==> config.mk <==
export PLATFORM = sky130hd
export DESIGN_NAME = pd_log
export DESIGN_NICKNAME = d
export VERILOG_FILES = /design/src/rtl/pd_log.sv
export SDC_FILE = /design/constraint.sdc
export NUM_CORES = 1
export LEC_CHECK = 0
export CAP_MARGIN = 20
export CORE_MARGIN = 2
export CORE_UTILIZATION = 40
export DETAILED_ROUTE_END_ITERATION = 16
export SYNTH_ARGS = -nofsm -noshare
export SYNTH_HDL_FRONTEND = slang
export SYNTH_SLANG_ARGS = --single-unit
export TNS_END_PERCENT = 50
==> constraint.sdc <==
create_clock -name clk -period 3.75 [get_ports clk]
set_clock_uncertainty 0.1 [all_clocks]
set_input_delay 0.75 -clock clk [delete_from_list [all_inputs] [get_ports clk]]
set_output_delay 0.75 -clock clk [all_outputs]
set_load 0.05 [all_outputs]
==> src/rtl/pd_log.sv <==
`default_nettype none
// ============================================================================
//  Module   : pd_log
//  Purpose  : Match-address logger for an upstream pattern detector. While
//             collecting, every flagged address is pushed into a small FIFO
//             that a consumer may drain at any time. Once the detector
//             reports it is finished the logger stops accepting matches,
//             waits for the FIFO to empty and then raises done.
//  Ports    : clk        - single clock, rising edge
//             rst_n      - synchronous active-low reset
//             flag       - match strobe, qualifies addr
//             addr[9:0]  - detector address (match address when flag=1)
//             fin        - detector finished (level)
//             out_valid  - head FIFO entry available
//             out_addr   - head FIFO entry, zero when empty
//             out_ready  - consumer accepts head entry
//             match_cnt  - saturating count of flagged matches
//             overflow   - sticky: a match was dropped on a full FIFO
//             done       - finished and fully drained
//  Params   : DEPTH      - FIFO depth, power of two in 2..64
//  Revision : 1.0 - initial release
// ============================================================================
module pd_log #(
    parameter int DEPTH = 16
) (
    input  logic       clk,
    input  logic       rst_n,
    input  logic       flag,
    input  logic [9:0] addr,
    input  logic       fin,
    output logic       out_valid,
    output logic [9:0] out_addr,
    input  logic       out_ready,
    output logic [9:0] match_cnt,
    output logic       overflow,
    output logic       done
);

    localparam int                  c_PTR_W   = $clog2(DEPTH);
    localparam int                  c_OCC_W   = c_PTR_W + 1;
    localparam logic [c_OCC_W-1:0]  c_FULL    = c_OCC_W'(DEPTH);
    localparam logic [9:0]          c_CNT_MAX = 10'd1023;

    typedef enum logic [1:0] {
        ST_COLLECT = 2'd0,
        ST_DRAIN   = 2'd1,
        ST_DONE    = 2'd2
    } state_t;

    // Registered state
    state_t               r_state_q;
    logic [c_PTR_W-1:0]   r_wr_ptr_q;
    logic [c_PTR_W-1:0]   r_rd_ptr_q;
    logic [c_OCC_W-1:0]   r_occ_q;
    logic [9:0]           r_cnt_q;
    logic                 r_ovf_q;
    logic [9:0]           r_mem [DEPTH];

    // Next-state values
    state_t               w_state_d;
    logic [c_PTR_W-1:0]   w_wr_ptr_d;
    logic [c_PTR_W-1:0]   w_rd_ptr_d;
    logic [c_OCC_W-1:0]   w_occ_d;
    logic [9:0]           w_cnt_d;
    logic                 w_ovf_d;

    // Per-edge events
    logic                 w_not_empty;
    logic                 w_full;
    logic                 w_match;
    logic                 w_pop;
    logic                 w_push;
    logic                 w_drop;

    always_comb begin
        w_not_empty = (r_occ_q != '0);
        w_full      = (r_occ_q == c_FULL);
        // Matches only count while collecting; the pop is gated by the
        // registered occupancy so out_ready is ignored on an empty FIFO.
        w_match     = (r_state_q == ST_COLLECT) && flag;
        w_pop       = w_not_empty && out_ready;
        // A full FIFO still accepts a push if the head leaves on the same edge.
        w_push      = w_match && (!w_full || w_pop);
        w_drop      = w_match && w_full && !w_pop;
    end

    always_comb begin
        w_wr_ptr_d = r_wr_ptr_q;
        w_rd_ptr_d = r_rd_ptr_q;
        w_occ_d    = r_occ_q;
        w_cnt_d    = r_cnt_q;
        w_ovf_d    = r_ovf_q | w_drop;
        w_state_d  = r_state_q;

        // Pointers wrap naturally since DEPTH is a power of two.
        if (w_push) begin
            w_wr_ptr_d = r_wr_ptr_q + c_PTR_W'(1);
        end
        if (w_pop) begin
            w_rd_ptr_d = r_rd_ptr_q + c_PTR_W'(1);
        end

        case ({w_push, w_pop})
            2'b10:   w_occ_d = r_occ_q + c_OCC_W'(1);
            2'b01:   w_occ_d = r_occ_q - c_OCC_W'(1);
            default: w_occ_d = r_occ_q;
        endcase

        // Dropped matches are still counted.
        if (w_match && (r_cnt_q != c_CNT_MAX)) begin
            w_cnt_d = r_cnt_q + 10'd1;
        end

        case (r_state_q)
            ST_COLLECT: begin
                if (fin) begin
                    w_state_d = ST_DRAIN;
                end
            end
            ST_DRAIN: begin
                if (!w_not_empty) begin
                    w_state_d = ST_DONE;
                end
            end
            ST_DONE: begin
                w_state_d = ST_DONE;
            end
            default: begin
                w_state_d = ST_COLLECT;
            end
        endcase
    end

    always_ff @(posedge clk) begin
        if (!rst_n) begin
            r_state_q  <= ST_COLLECT;
            r_wr_ptr_q <= '0;
            r_rd_ptr_q <= '0;
            r_occ_q    <= '0;
            r_cnt_q    <= '0;
            r_ovf_q    <= 1'b0;
        end else begin
            r_state_q  <= w_state_d;
            r_wr_ptr_q <= w_wr_ptr_d;
            r_rd_ptr_q <= w_rd_ptr_d;
            r_occ_q    <= w_occ_d;
            r_cnt_q    <= w_cnt_d;
            r_ovf_q    <= w_ovf_d;
        end
    end

    // Storage needs no reset: emptiness is tracked by the occupancy counter
    // and out_addr is forced to zero whenever the FIFO is empty.
    always_ff @(posedge clk) begin
        if (rst_n && w_push) begin
            r_mem[r_wr_ptr_q] <= addr;
        end
    end

    assign out_valid = w_not_empty;
    assign out_addr  = w_not_empty ? r_mem[r_rd_ptr_q] : 10'd0;
    assign match_cnt = r_cnt_q;
    assign overflow  = r_ovf_q;
    assign done      = (r_state_q == ST_DONE);

endmodule
`default_nettype wire

==> summary.md, run 1 <==
| Metric | Value |
|---|---|
| Antenna Violating Nets Remaining | `0` |
| Worst slew pin tran | `0.563 ns` |
| Crit Path Category | `reg -> out` |
| DRC viols | `0` |
| CP startpoint kind | `flop` |
| Post-synthesis register bit count | `190` |
| RR Endpoint | `r_occ_q[4]` |
| Overflow after GRT | `0` |
| Initial antenna violation count | `0` |
| Int Pwr | `4.15 mW` |
| # fillers | `1547` |
| Worst-Skew Late Latency | `0.43 ns` |
| Utilization after layout | `0.485` |
| Cell Pwr Density | `684 nW/um^2` |
| R2R Setup Slk | `1.20 ns` |
| Worst EP arrival | `2.73 ns` |
| H-tree levels | `4` |
| Top cell type's share of synthesized area | `0.624` |
| Worst-path clk slew | `0.07 ns` |
| Lkg Pwr | `2.86 nW` |
| Clk sink count | `190` |
| Share of layout cells above drive strength 1 | `0.207` |
| Final setup vio count | `0` |
| Hold crit path type | `reg -> reg` |
| Routed wire length | `15800 microns` |
| Tot GR Track Use | `0.167` |
| Worst R2R Path Depth | `7` |
| Slew Limit Headroom | `0.623` |
| DIE WIDTH | `143 microns` |
| Vias post-DR | `4112` |
| TritonCTS clock tree | `yes` |
| Final period util | `0.955` |
| Logic gate share of total power | `0.310` |
| Ports | `38` |
| Worst flop-to-flop path startpoint | `r_occ_q[1]` |
| FP Rows | `50` |
| Max Root-Sink Buffers | `2` |
| Post-CTS Setup Repair Bufs | `0` |
| Max Cap Viol | `0` |
| Vias in the first global route | `4302` |
| Hold Vio Cnt, Final | `0` |
| Post-Syn Area | `7700 sq um` |
| EDFF count, synth | `160` |
| Sequential fraction of the synthesis area | `0.702` |
| Peak VDD IR | `0.442 mV` |
| TNS Setup | `0 ns` |
| DR pass1 iterations | `5` |
| DP Wirelength | `9780 microns` |
| Worst Setup EP | `out_addr[0]` |
| Mapped Cells | `437` |
| Diode count | `0` |
| First-pass GRT wire length | `24500 microns` |
| Most area-consuming cells after synthesis | `edfxtp_1 62%, mux4_2 12%, dfxtp_1 7.8%, mux2i_1 3.1%, ha_1 2.0%` |
| Die Y-Extent | `143 microns` |
| Post-cts hold buffer count | `0` |
| Synth warn | `0` |
| Syn_nets | `464` |
| CP Capture Type | `primary output` |
| Required @ worst endpoint | `2.90 ns` |
| Post-synthesis async set-or-reset flop share | `0` |
| Ys flop type | `edfxtp_1` |
| CTS resizes | `0` |
| Final Hold Slack | `0.407 ns` |
| Outcome | `completed` |
| Max Clk Rate | `0.279 GHz` |
| Routed WL per cell | `21.2 microns` |
| P_sw | `2.07 mW` |
| Tmin final | `3.58 ns` |
| DP Worst Slack | `0.524 ns` |
| Initial DRC Count | `221` |
| Largest net degree at the start of global routing | `41` |
| Register share of total power | `0.401` |
| Largest area contributor in the netlist | `edfxtp_1` |
| Count of final max-slew check failures | `0` |
| CTS Root Cell | `clkbuf_16` |
| Routability Congestion | `0.790` |
| PnR worst setup slack | `0.171 ns` |
| Via/cell ratio | `5.51` |
| Layout area overhead | `18.2%` |
| Die ar. | `20400 sq um` |
| # nets final | `526` |
| Core Footprint | `18800 sq um` |
| Clock share of power | `0.289` |
| Max FO, Critical Path | `10` |
| Worst Setup SP | `r_occ_q[4]` |
| CTS Buf Count | `17` |
| Yosys cell types | `49` |
| Synth Area per Inst | `17.6 sq um` |
| Port Buffers | `37` |
| Sw Share | `0.333` |
| Starting Density | `0.410` |
## Yosys cell counts (2+ instances only)
cell	n
edfxtp_1	160
mux4_2	40
dfxtp_1	30
nor2_1	30
mux2i_1	24
nand2_1	13
ha_1	12
a21oi_1	10
clkbuf_1	10
o22ai_1	10
nand3_1	9
inv_1	7
nor3_1	7
buf_2	6
o21ai_0	6
nand2b_1	5
xor2_1	5
o21a_1	4
xnor2_1	4
a31oi_1	3
and3b_1	3
or3_1	3
or4_1	3
and2_1	2
nand3b_1	2
nand4_1	2
nor2b_1	2
o2111ai_1	2
o31ai_1	2
o41ai_1	2
## final cells by class
| type | count | area [sq um] | area share |
|---|---|---|---|
| sequential | 190 | 5410 | 0.594 |
| clock buffer | 17 | 425 | 0.0467 |
| timing repair buffer | 59 | 573 | 0.0630 |
| inverter | 8 | 32.5 | 0.00357 |
| clock inverter | 15 | 171 | 0.0188 |
| tap | 234 | 293 | 0.0322 |
| multi-input combinational | 223 | 2200 | 0.242 |
## how the worst min path moves through the flow
| stage | start | to | slack, ns | depth (start not counted) |
|---|---|---|---|---|
| 2_1_floorplan | r_rd_ptr_q[1] | flop | 0.37 | 2 |
| 3_3_place_gp | r_state_q[0] | r_state_q[0] | 0.38 | 2 |
| 3_5_place_dp | overflow | overflow | 0.38 | 2 |
| 4_1_cts | match_cnt[9] | match_cnt[9] | 0.41 | 2 |
| 5_1_grt | r_rd_ptr_q[1] | flop | 0.44 | 2 |
| 6_report | r_rd_ptr_q[1] | flop | 0.41 | 2 |
## worst max-delay path: stages (launching register included)
cell and delay (ns):
dfxtp_1 0.58, nand2b_1 0.31, nand2_2 0.21, o22ai_1 0.33
clkdlybuf4s50_1 0.87
## cell families (layout without fill, tap and decap cells)
logic type	count (synthesis)	count (layout)	share of synthesized area
flops	190	190	0.702
simple gates	85	85	0.0569
mux	65	65	0.150
compound gates	52	52	0.0486
buf+inv	24	99	0.0130
fa+ha+maj	12	12	0.0195
xor+xnor	9	9	0.0102
## power groups by stage
stage	clock network (mW)	registers (mW)	logic, mW
floorplan	0	2.53	1.38
global placement	0	2.53	1.91
detailed placement	0	2.55	1.95
CTS	1.84	2.50	1.96
global route	1.94	2.51	2.09
finish	1.80	2.50	1.93
## metrics by stage
stage          cell area (sq um)  total power, mW  std cells
5_1_grt                     9100             6.54        746
4_1_cts                     9100             6.29        746
6_report                    9100             6.23        746
3_5_place_dp                8500             4.50        714
2_1_floorplan               7700             3.92        437
3_3_place_gp                8500             4.44        714
## layer usage
metal,vias up,wire length [microns],track usage
li1,1880,-,-
met1,2091,6790,0.216
met2,119,7980,0.278
met3,22,859,0.0412
met4,0,215,0.0516
met5,-,0,0
## cell usage in the layout, fill, tap and decap left out, types with 5 or more instances in the layout
cell	count
mux4_2	40
clkdlybuf4s50_1	37
ha_1	12
dfxtp_1	28
buf_4	19
nor3_1	7
inv_8	5
inv_1	7
mux2i_1	24
nand3_1	9
nor2_1	30
xor2_1	5
nand2_1	12
o21ai_0	6
edfxtp_1	160
o22ai_1	10
a21oi_1	10
clkbuf_16	17
## state kept, by name, indices dropped and copies added, names as in the netlist, named ones only
register	flops
r_mem	160
overflow	1
r_rd_ptr_q	4
r_state_q	2
r_occ_q	5
match_cnt	10
r_wr_ptr_q	4
Note: power is estimated with default switching activity, not from simulation.
==> inputs of run 2 (changes only) <==
--- a/config.mk
+++ b/config.mk
@@ -8,7 +8,9 @@
 export CAP_MARGIN = 20
 export CORE_MARGIN = 2
 export CORE_UTILIZATION = 40
+export CTS_CLUSTER_SIZE = 10
 export DETAILED_ROUTE_END_ITERATION = 16
+export PLACE_DENSITY = 0.63
 export SYNTH_ARGS = -nofsm -noshare
 export SYNTH_HDL_FRONTEND = slang
 export SYNTH_SLANG_ARGS = --single-unit
==> constraint.sdc (replaced) <==
create_clock -name clk -period 4.39 [get_ports clk]
set_clock_uncertainty 0.1 [all_clocks]
set_input_delay 0.878 -clock clk [delete_from_list [all_inputs] [get_ports clk]]
set_output_delay 0.878 -clock clk [all_outputs]
set_load 0.05 [all_outputs]
==> summary.md, run 2 (synthesized netlist as in run 1, its figures left out) <==
| Metric | Value |
|---|---|
| Slew Limit Headroom | `0.517 (-0.106)` |
| CP startpoint kind | `flop` |
| Cell Pwr Density | `576 nW/um^2 (-16%)` |
| Max Clk Rate | `0.254 GHz` |
| Worst-path clk slew | `0.07 ns (about the same)` |
| Port Buffers | `37 (unchanged)` |
| Hold crit path type | `reg -> reg` |
| Placed cell area | `8490 sq um (about the same)` |
| CTS Root Cell | `clkbuf_16` |
| Routed WL per cell | `21.3 microns (+0.15%)` |
| Most frequent cells in the layout | `160 x edfxtp_1, 40 x mux4_2, 37 x clkdlybuf4s50_1, 30 x nor2_1, 28 x dfxtp_1` |
| Max Cap Viol | `0 (unchanged)` |
| Core Footprint | `18800 sq um (unchanged)` |
| First-pass GRT wire length | `24800 microns (+1.0%)` |
| Max Root-Sink Buffers | `2 (unchanged)` |
| Overflow after GRT | `0 (unchanged)` |
| WP buf/inv | `2 (+1)` |
| FP Rows | `50 (unchanged)` |
| Antenna Violating Nets Remaining | `0 (unchanged)` |
| Peak VDD IR | `0.447 mV (+0.98%)` |
| Worst flop-to-flop path startpoint | `r_state_q[1]` |
| Share of layout cells above drive strength 1 | `0.207 (+0.000333)` |
| Outcome | `completed` |
| Post-cts hold buffer count | `0 (unchanged)` |
| Clk sink count | `190 (unchanged)` |
| Hold Vio Cnt, Final | `0 (unchanged)` |
| Max reg flops | `160 (unchanged)` |
| H-tree levels | `4 (unchanged)` |
| Die Y-Extent | `143 microns (unchanged)` |
| Largest net degree at the start of global routing | `25 (-39%)` |
| Post-CTS Setup Repair Bufs | `0 (unchanged)` |
| CTS resizes | `0 (unchanged)` |
| CP Capture Type | `primary output` |
| Diode count | `0 (unchanged)` |
| Via/cell ratio | `5.46 (-0.90%)` |
| DR pass1 iterations | `4 (-1)` |
| Die ar. | `20400 sq um (unchanged)` |
| Routed wire length | `16000 microns (+0.69%)` |
| RSZ-0062 raised after global routing | `no` |
| Lkg Pwr | `2.86 nW (about the same)` |
| Tmin final | `3.94 ns` |
| Worst R2R Path Depth | `7 (unchanged)` |
| TNS Setup | `0 ns (unchanged)` |
| CTS Buf Count | `17 (unchanged)` |
| Ports | `38 (unchanged)` |
| Final Cell Area | `9060 sq um (-0.44%)` |
| Levels on crit path | `5 (+1)` |
| Worst-Skew Late Latency | `0.42 ns (about the same)` |
| Starting Density | `0.410 (unchanged)` |
| Biggest register | `r_mem` |
| Commonest non-fill, non-tap cell in the layout | `edfxtp_1` |
| Final Hold Slack | `0.384 ns (-0.0236 ns)` |
| Max FO, Critical Path | `22 (+12)` |
| DIE WIDTH | `143 microns (unchanged)` |
| Routability Congestion | `0.806 (+2.0%)` |
| DP Wirelength | `10300 microns (+5.7%)` |
| # nets final | `530 (+0.76%)` |
| Worst slew pin tran | `0.722 ns (+0.159 ns)` |
| Required @ worst endpoint | `3.41 ns (+0.51 ns)` |
| Pwr Total | `5.22 mW (-16%)` |
| Layout area overhead | `17.7%` |
| Initial antenna violation count | `0 (unchanged)` |
| RR Endpoint | `r_mem[9][4]` |
| Worst-path cell with the longest stage delay | `dfxtp_2` |
| Crit-path leading delay family | `buffers and inverters` |
| Initial DRC Count | `289 (+31%)` |
| Count of final max-slew check failures | `0 (unchanged)` |
| TritonCTS clock tree | `yes` |
| CP Cell Sequence | `buf_4 -> mux4_2 -> mux2i_1 -> o22ai_1 -> clkdlybuf4s50_1` |
| Final period util | `0.897` |
| DRC viols | `0 (unchanged)` |
| Tot GR Track Use | `0.169 (+0.00190)` |
| Worst EP arrival | `2.96 ns (+0.23 ns)` |
| R2R Setup Slk | `1.59 ns (+0.39 ns)` |
| Final setup vio count | `0 (unchanged)` |
| Crit Path Category | `reg -> out` |
| Delay of the slowest cell on the worst path | `0.74 ns (-0.13 ns)` |
| Vias post-DR | `4097 (-0.36%)` |
| Worst Setup EP | `out_addr[4]` |
| Vias in the first global route | `4294 (-0.19%)` |
## run 2: cell types whose count changed in the layout (fill, tap and decap cells not counted), sizes merged
cell    before  now
buf         22   26
inv         16   12
clkbuf      17   19
clkinv       3    5
## run 2: per-stage QoR
| stage | instances | util | setup WS [ns] |
|---|---|---|---|
| final | 750 | 0.483 | 0.454 |
| after detailed placement | 718 | 0.452 | 0.834 |
| after floorplan | 437 | - | 1.28 |
| after global placement | 718 | 0.452 | 0.849 |
| after global routing | 750 | 0.483 | 0.245 |
| after CTS | 750 | 0.483 | 0.376 |
## run 2: how the worst min path moves through the flow
stage | endpoint | startpoint | slack [ns] | cells after the start
5_1_grt | overflow | overflow | 0.40 | 2
6_report | overflow | overflow | 0.38 | 2
3_5_place_dp | overflow | overflow | 0.36 | 2
3_3_place_gp | overflow | overflow | 0.37 | 2
4_1_cts | overflow | overflow | 0.38 | 2
2_1_floorplan | flop | r_rd_ptr_q[1] | 0.37 | 2
## run 2: tightest hold or removal path, stage by stage (launching register included)
cell and delay, ns:
dfxtp_1 0.33, a31oi_1 0.05, nor2_1 0.07
## run 2: layout make-up
cell class,count,area (sq um)
Fill cell,1601,9710
Sequential cell,190,5410
Multi-Input combinational cell,223,2190
Timing Repair Buffer,63,566
Clock buffer,19,433
Tap cell,234,293
Clock inverter,13,136
Inverter,8,32.5
## run 2: power breakdown
| group | switching, mW | total [mW] | internal, mW |
|---|---|---|---|
| Sequential | 0.121 | 2.17 | 2.05 |
| Combinational | 0.906 | 1.58 | 0.671 |
| Clock | 0.679 | 1.48 | 0.797 |
| Total | 1.71 | 5.22 | 3.51 |
## run 2: per-layer routing
layer	global-route usage	share of wire	up-vias
li1	-	-	1893
met1	0.226	0.42	2079
met2	0.270	0.50	117
met3	0.0429	0.067	8
met4	0.0589	0.012	0
met5	0	0	-
==> inputs of run 3 (changes only) <==
--- a/config.mk
+++ b/config.mk
@@ -11,6 +11,7 @@
 export CTS_CLUSTER_SIZE = 10
 export DETAILED_ROUTE_END_ITERATION = 16
 export PLACE_DENSITY = 0.63
+export SKIP_CTS_REPAIR_TIMING = 1
 export SYNTH_ARGS = -nofsm -noshare
 export SYNTH_HDL_FRONTEND = slang
 export SYNTH_SLANG_ARGS = --single-unit
==> results of run 3 <==
No change in the layout: final DEF, timing and power equal those of run 2.
==> variant 1 (settings of run 2) <==
Put one more register stage on the output `match_cnt`, with the module's reset. The value now appears one clock later. The other outputs are not delayed to match.
--- a/src/rtl/pd_log.sv
+++ b/src/rtl/pd_log.sv
@@ -159,7 +159,13 @@
 
     assign out_valid = w_not_empty;
     assign out_addr  = w_not_empty ? r_mem[r_rd_ptr_q] : 10'd0;
-    assign match_cnt = r_cnt_q;
+    always_ff @(posedge clk) begin
+        if (!rst_n) begin
+            match_cnt <= '0;
+        end else begin
+            match_cnt <= r_cnt_q;
+        end
+    end
     assign overflow  = r_ovf_q;
     assign done      = (r_state_q == ST_DONE);
 
Formal check against the unedited RTL: not equivalent (a bounded check fails within 4 cycles, from zero or initial values and one cycle with rst_n low).
==> variant 1 against run 2 <==
Via count increased by 3.2%. Global-route usage is 1.2 points lower. Setup slack improved by 0.10 ns. Synthesized area rose by 3.5%. Cell area grew 3.3%. Wire length is 0.43% lower. Count of clock-buffer cells in the layout decreased by 2. Critical endpoint is now out_addr[2]. Sequential cell count rose by 10. Critical path depth unchanged. Synthesized cell count rose by 5.3%. Power is 3.1% higher.
==> variant 1: results (changes against run 2) <==
| Result | Value | Unit | Delta |
|:---|:---|:---|:---|
| Layout cell share with drive strength beyond 1 | 0.192 | - | -0.0156 |
| HPWL after detailed placement | 10.2 | mm | -0.96% |
| Maximum number of pins on one net before global-route repair | 30 | - | +20% |
| Final #Nets | 547 | - | +3.2% |
| Multiplexer fraction of the synthesized cell area | 0.147 | - | -0.00245 |
| Average wire per standard cell | 19.9 | µm | -6.3% |
| Result of the run | finished clean | - |  |
| Synth Area in Compound Gates | 0.0447 | - | -0.00386 |
| Global Route Usage Sum | 0.157 | - | -0.0117 |
| Critical path fanouts, max | 10 | - | -55% |
| Xor/xnor cell area share of the yosys netlist | 0.00989 | - | -0.000350 |
| Final Wtd Congestion | 0.787 | - | -2.4% |
| Top area cells in the synthesized netlist | sky130_fd_sc_hd__edfxtp_1 (60%), sky130_fd_sc_hd__mux4_2 (11%), sky130_fd_sc_hd__dfxtp_1 (10%) | - |  |
| FILL cells | 1656 | - | +3.4% |
| Via Count | 4230 | - | +3.2% |
| Tightest Pin Transition | 1.04 | ns | +0.314 ns |
| Number of CTS-inserted buffers | 17 | - | unchanged |
| Static Leakage | 2.95 | nW | +3.2% |
| Dpl cell area | 8770 | µm² | +3.3% |
| Seq/Total Area, Yosys | 0.703 | - | +0.00109 |
| Maximum resistive drop on vdd | 0.362 | mV | -19% |
| Initial DRC count | 262 | - | -9.3% |
| Count of distinct cell types in the synthesized netlist | 51 | - | +4.1% |
| Vias in the first global route | 4227 | - | -1.6% |
| Most frequent cells after synthesis | sky130_fd_sc_hd__edfxtp_1 (160), sky130_fd_sc_hd__dfxtp_1 (40), sky130_fd_sc_hd__mux4_2 (40), sky130_fd_sc_hd__nor2_1 (31), sky130_fd_sc_hd__mux2i_1 (25) | - |  |
| First-pass GRT wire length | 24.9 | mm | +0.64% |
| Detailed Routing Iterations Pass 1 | 5 | - | +1 |
| Net count after synthesis | 487 | - | +5.0% |
| Synth Area in Adders | 0.0188 | - | -0.000667 |
-- variant 1: changes by cell type in the layout (fill, tap and decap cells not counted), moves of 2 or more --
cell,delta
sky130_fd_sc_hd__dfxtp_1,+10
sky130_fd_sc_hd__and2_1,+9
sky130_fd_sc_hd__buf_4,-6
sky130_fd_sc_hd__clkbuf_1,-2
sky130_fd_sc_hd__clkinv_1,+2
sky130_fd_sc_hd__clkinv_2,-2
sky130_fd_sc_hd__inv_8,+2
sky130_fd_sc_hd__nand3_1,+2
sky130_fd_sc_hd__o31ai_1,-2
-- variant 1: report_power, final --
group | total (mW) | internal, mW | switching [mW]
combinational | 1.61 | 0.670 | 0.941
sequential | 2.24 | 2.14 | 0.100
clock | 1.53 | 0.808 | 0.722
total | 5.38 | 3.62 | 1.76
-- variant 1: cell type report --
type                       instances  share of cell area
sequential                       200               0.599
multi-input combinational        235               0.242
timing repair buffer              58              0.0577
clock buffer                      17              0.0454
tap                              265              0.0354
clock inverter                    14              0.0172
inverter                           8             0.00347
-- variant 1: path summary, 6_finish.rpt --
| kind | cells after the start | slack [ns] | to | start |
|---|---|---|---|---|
| min reg2reg | 2 | 0.40 | overflow | overflow |
| max | 5 | 0.56 | out_addr[2] | r_occ_q[1] |
| max reg2reg | 5 | 1.62 | r_mem[7][2] | r_state_q[0] |
| min | 2 | 0.40 | overflow | overflow |
-- variant 1: metal layers --
layer  GRT usage  part of all wire  vias up  wire [µm]
met5           0                 0        -          0
met4      0.0382            0.0072        0        114
met3      0.0409             0.041        6        656
met2       0.254              0.49       85       7860
met1       0.214              0.46     2192       7260
li1            -                 -     1947          -
-- variant 1: cells by family (layout without fill, tap and decap cells) --
family	Yosys count	in the layout
multiplexers	67	67
XOR/XNOR	9	9
buffers and inverters	25	97
AO/OA/AOI/OAI	50	50
flip-flops	200	200
AND/OR/NAND/NOR	97	97
adder cells (fa/ha/maj)	12	12
-- variant 1: stage by stage --
step	hold WS (ns)	cells	total power, mW	util
global route	0.421	797	5.63	0.479
CTS	0.398	796	5.44	0.479
detailed placement	0.375	765	3.90	0.449
global placement	0.377	765	3.86	0.449
floorplan	0.354	460	3.43	-
finish	0.397	797	5.38	0.479
-- variant 1: critical path, cell delays in order (launching register included) --
cell                              delay [ns]
sky130_fd_sc_hd__dfxtp_1                0.40
sky130_fd_sc_hd__nor4_4                 0.49
sky130_fd_sc_hd__nand2b_1               0.19
sky130_fd_sc_hd__nand2b_1               0.39
sky130_fd_sc_hd__o22ai_1                0.20
sky130_fd_sc_hd__clkdlybuf4s50_1        0.75
==> variant 2 (config.mk and constraints of run 2) <==
Made on the original files. Change the parameter `DEPTH` from 16 to 8.
--- a/src/rtl/pd_log.sv
+++ b/src/rtl/pd_log.sv
@@ -21,7 +21,7 @@
 //  Revision : 1.0 - initial release
 // ============================================================================
 module pd_log #(
-    parameter int DEPTH = 16
+    parameter int DEPTH = 8
 ) (
     input  logic       clk,
     input  logic       rst_n,
Behaviour: not the same (Yosys sat finds a counterexample within 10 cycles, from zero or initial values and one cycle with rst_n low).
==> variant 2 against run 2 <==
Cell area down 43%. Critical path type unchanged. Largest cell class unchanged. Combinational power down 32%. Power down 44%. Sequential cell count down 84. Hold slack worse by 0.0038 ns. Highest routed layer unchanged. Setup slack better by 0.40 ns. Synthesized area down 43%. Wire length down 49%.
==> variant 2: results (changes against run 2) <==
| Result | Value | Unit | Delta |
|:---|:---|:---|:---|
| Antenna violations before repair | 0 | - | unchanged |
| Data arrival at the endpoint of the critical path | 2.56 | ns | -0.40 ns |
| Global Route Usage Sum | 0.152 | - | -0.0164 |
| Critical path fanouts, max | 20 | - | -9.1% |
| Dpl cell area | 4960 | µm² | -42% |
| Resized cells post-CTS | 0 | - | unchanged |
| Min-Delay Path Class | flip-flop to flip-flop | - |  |
| Largest incremental delay on the critical path | 0.71 | ns | -0.03 ns |
| Top area cells in the synthesized netlist | sky130_fd_sc_hd__edfxtp_1 (55%), sky130_fd_sc_hd__dfxtp_1 (12%), sky130_fd_sc_hd__mux4_2 (10%) | - |  |
| Minimum setup slack after placement | 0.924 | ns | +0.0897 ns |
| Detailed Routing Iterations Pass 1 | 4 | - | unchanged |
| Worst-path clk slew | 0.10 | ns | +0.03 ns |
| Non-filler cells, final | 476 | - | -37% |
| Final #Nets | 354 | - | -33% |
| Initial DRC count | 148 | - | -49% |
| Most frequent cells after synthesis | sky130_fd_sc_hd__edfxtp_1 (80), sky130_fd_sc_hd__dfxtp_1 (26), sky130_fd_sc_hd__nor2_1 (24), sky130_fd_sc_hd__mux4_2 (20) | - |  |
| Number of flip-flops in the largest register | 80 | - | -50% |
| Postcts setup bufs | 0 | - | unchanged |
| Maximum resistive drop on vdd | 0.322 | mV | -28% |
| Top reg by flops | r_mem | - |  |
| HPWL after detailed placement | 5.16 | mm | -50% |
| Layout cell share with drive strength beyond 1 | 0.158 | - | -0.0496 |
| CTS max path bufs | 2 | - | unchanged |
| Static Leakage | 1.66 | nW | -42% |
| Slowest cell on the critical path | sky130_fd_sc_hd__clkdlybuf4s50_1 | - |  |
| Seq/Total Area, Yosys | 0.668 | - | -0.0341 |
| Number of CTS-inserted buffers | 9 | - | -8 |
| Count of distinct cell types in the synthesized netlist | 39 | - | -20% |
| Via Count | 2509 | - | -39% |
| Count of warnings emitted by yosys | 0 | - | unchanged |
| Result of the run | finished clean | - |  |
| Number of synthesized flops with an enable pin | 80 | - | -50% |
| Post-detailed-route DRC marker count | 0 | - | unchanged |
| Maximum number of pins on one net before global-route repair | 23 | - | -8.0% |
| Cell Count Post-Placement | 460 | - | -36% |
| Clock network latency to the later pin of the worst-skew pair | 0.36 | ns | -0.06 ns |
| Cell at the root of the clock tree | sky130_fd_sc_hd__clkbuf_8 | - |  |
| Cell count after synthesis | 282 | - | -35% |
| Post-Route WL | 8.06 | mm | -49% |
| Most used DFF post-synth | sky130_fd_sc_hd__edfxtp_1 | - |  |
| Share of synthesized flip-flops with an asynchronous set or reset | 0 | - | unchanged |
| Number of H-tree levels | 3 | - | -1 |
| Buffers added on ports | 37 | - | unchanged |
| First-pass GRT wire length | 13.4 | mm | -46% |
| Net count after synthesis | 305 | - | -34% |
| Worst slew margin relative to its limit | 0.384 | - | -0.133 |
| Final Wtd Congestion | 0.756 | - | -6.2% |
| Vias in the first global route | 2601 | - | -39% |
| Antenna diode instance count | 0 | - | unchanged |
==> variant 2: cell families after synthesis <==
| logic type | Yosys count | share of synthesized area |
|---|---|---|
| flops | 106 | 0.668 |
| simple gates | 79 | 0.0901 |
| mux | 37 | 0.142 |
| compound gates | 30 | 0.0489 |
| buf+inv | 16 | 0.0163 |
| fa+ha+maj | 8 | 0.0229 |
| xor+xnor | 6 | 0.0120 |
==> variant 2: layer usage <==
metal	up-vias	part of all wire	track usage
li1	1192	-	-
met1	1257	0.47	0.203
met2	55	0.49	0.247
met3	5	0.039	0.0446
met4	0	0.0066	0.0366
met5	-	0	0
==> variant 2: area by class of cell <==
type | count | area (µm²)
fillers | 971 | 5580
well taps | 140 | 175
clock buffers | 9 | 124
repair buffers | 49 | 460
inverters | 5 | 18.8
flip-flops and latches | 106 | 2920
clock inverters | 7 | 85.1
multi-input cells | 160 | 1380
==> variant 2: where the power goes <==
group / total [mW] / internal [mW] / switching (mW)
logic: 1.08 / 0.423 / 0.659
clock network: 0.616 / 0.274 / 0.342
registers: 1.20 / 1.15 / 0.0579
total: 2.90 / 1.84 / 1.06
==> variant 2: worst max-delay path: cells and delay by family (launching register included) <==
kind / cells / cell delay (ns)
buffers and inverters: 2 / 1.07
multiplexers: 2 / 0.74
flip-flops: 1 / 0.32
AND/OR/NAND/NOR: 1 / 0.05
==> variant 2: worst paths after layout <==
| kind | from | to | slack [ns] | cells past startpoint |
|---|---|---|---|---|
| min | overflow | overflow | 0.38 | 2 |
| max reg2reg | r_state_q[0] | r_mem[7][9] | 1.66 | 6 |
| max | flip-flop | out_addr[4] | 0.85 | 5 |
| min reg2reg | overflow | overflow | 0.38 | 2 |
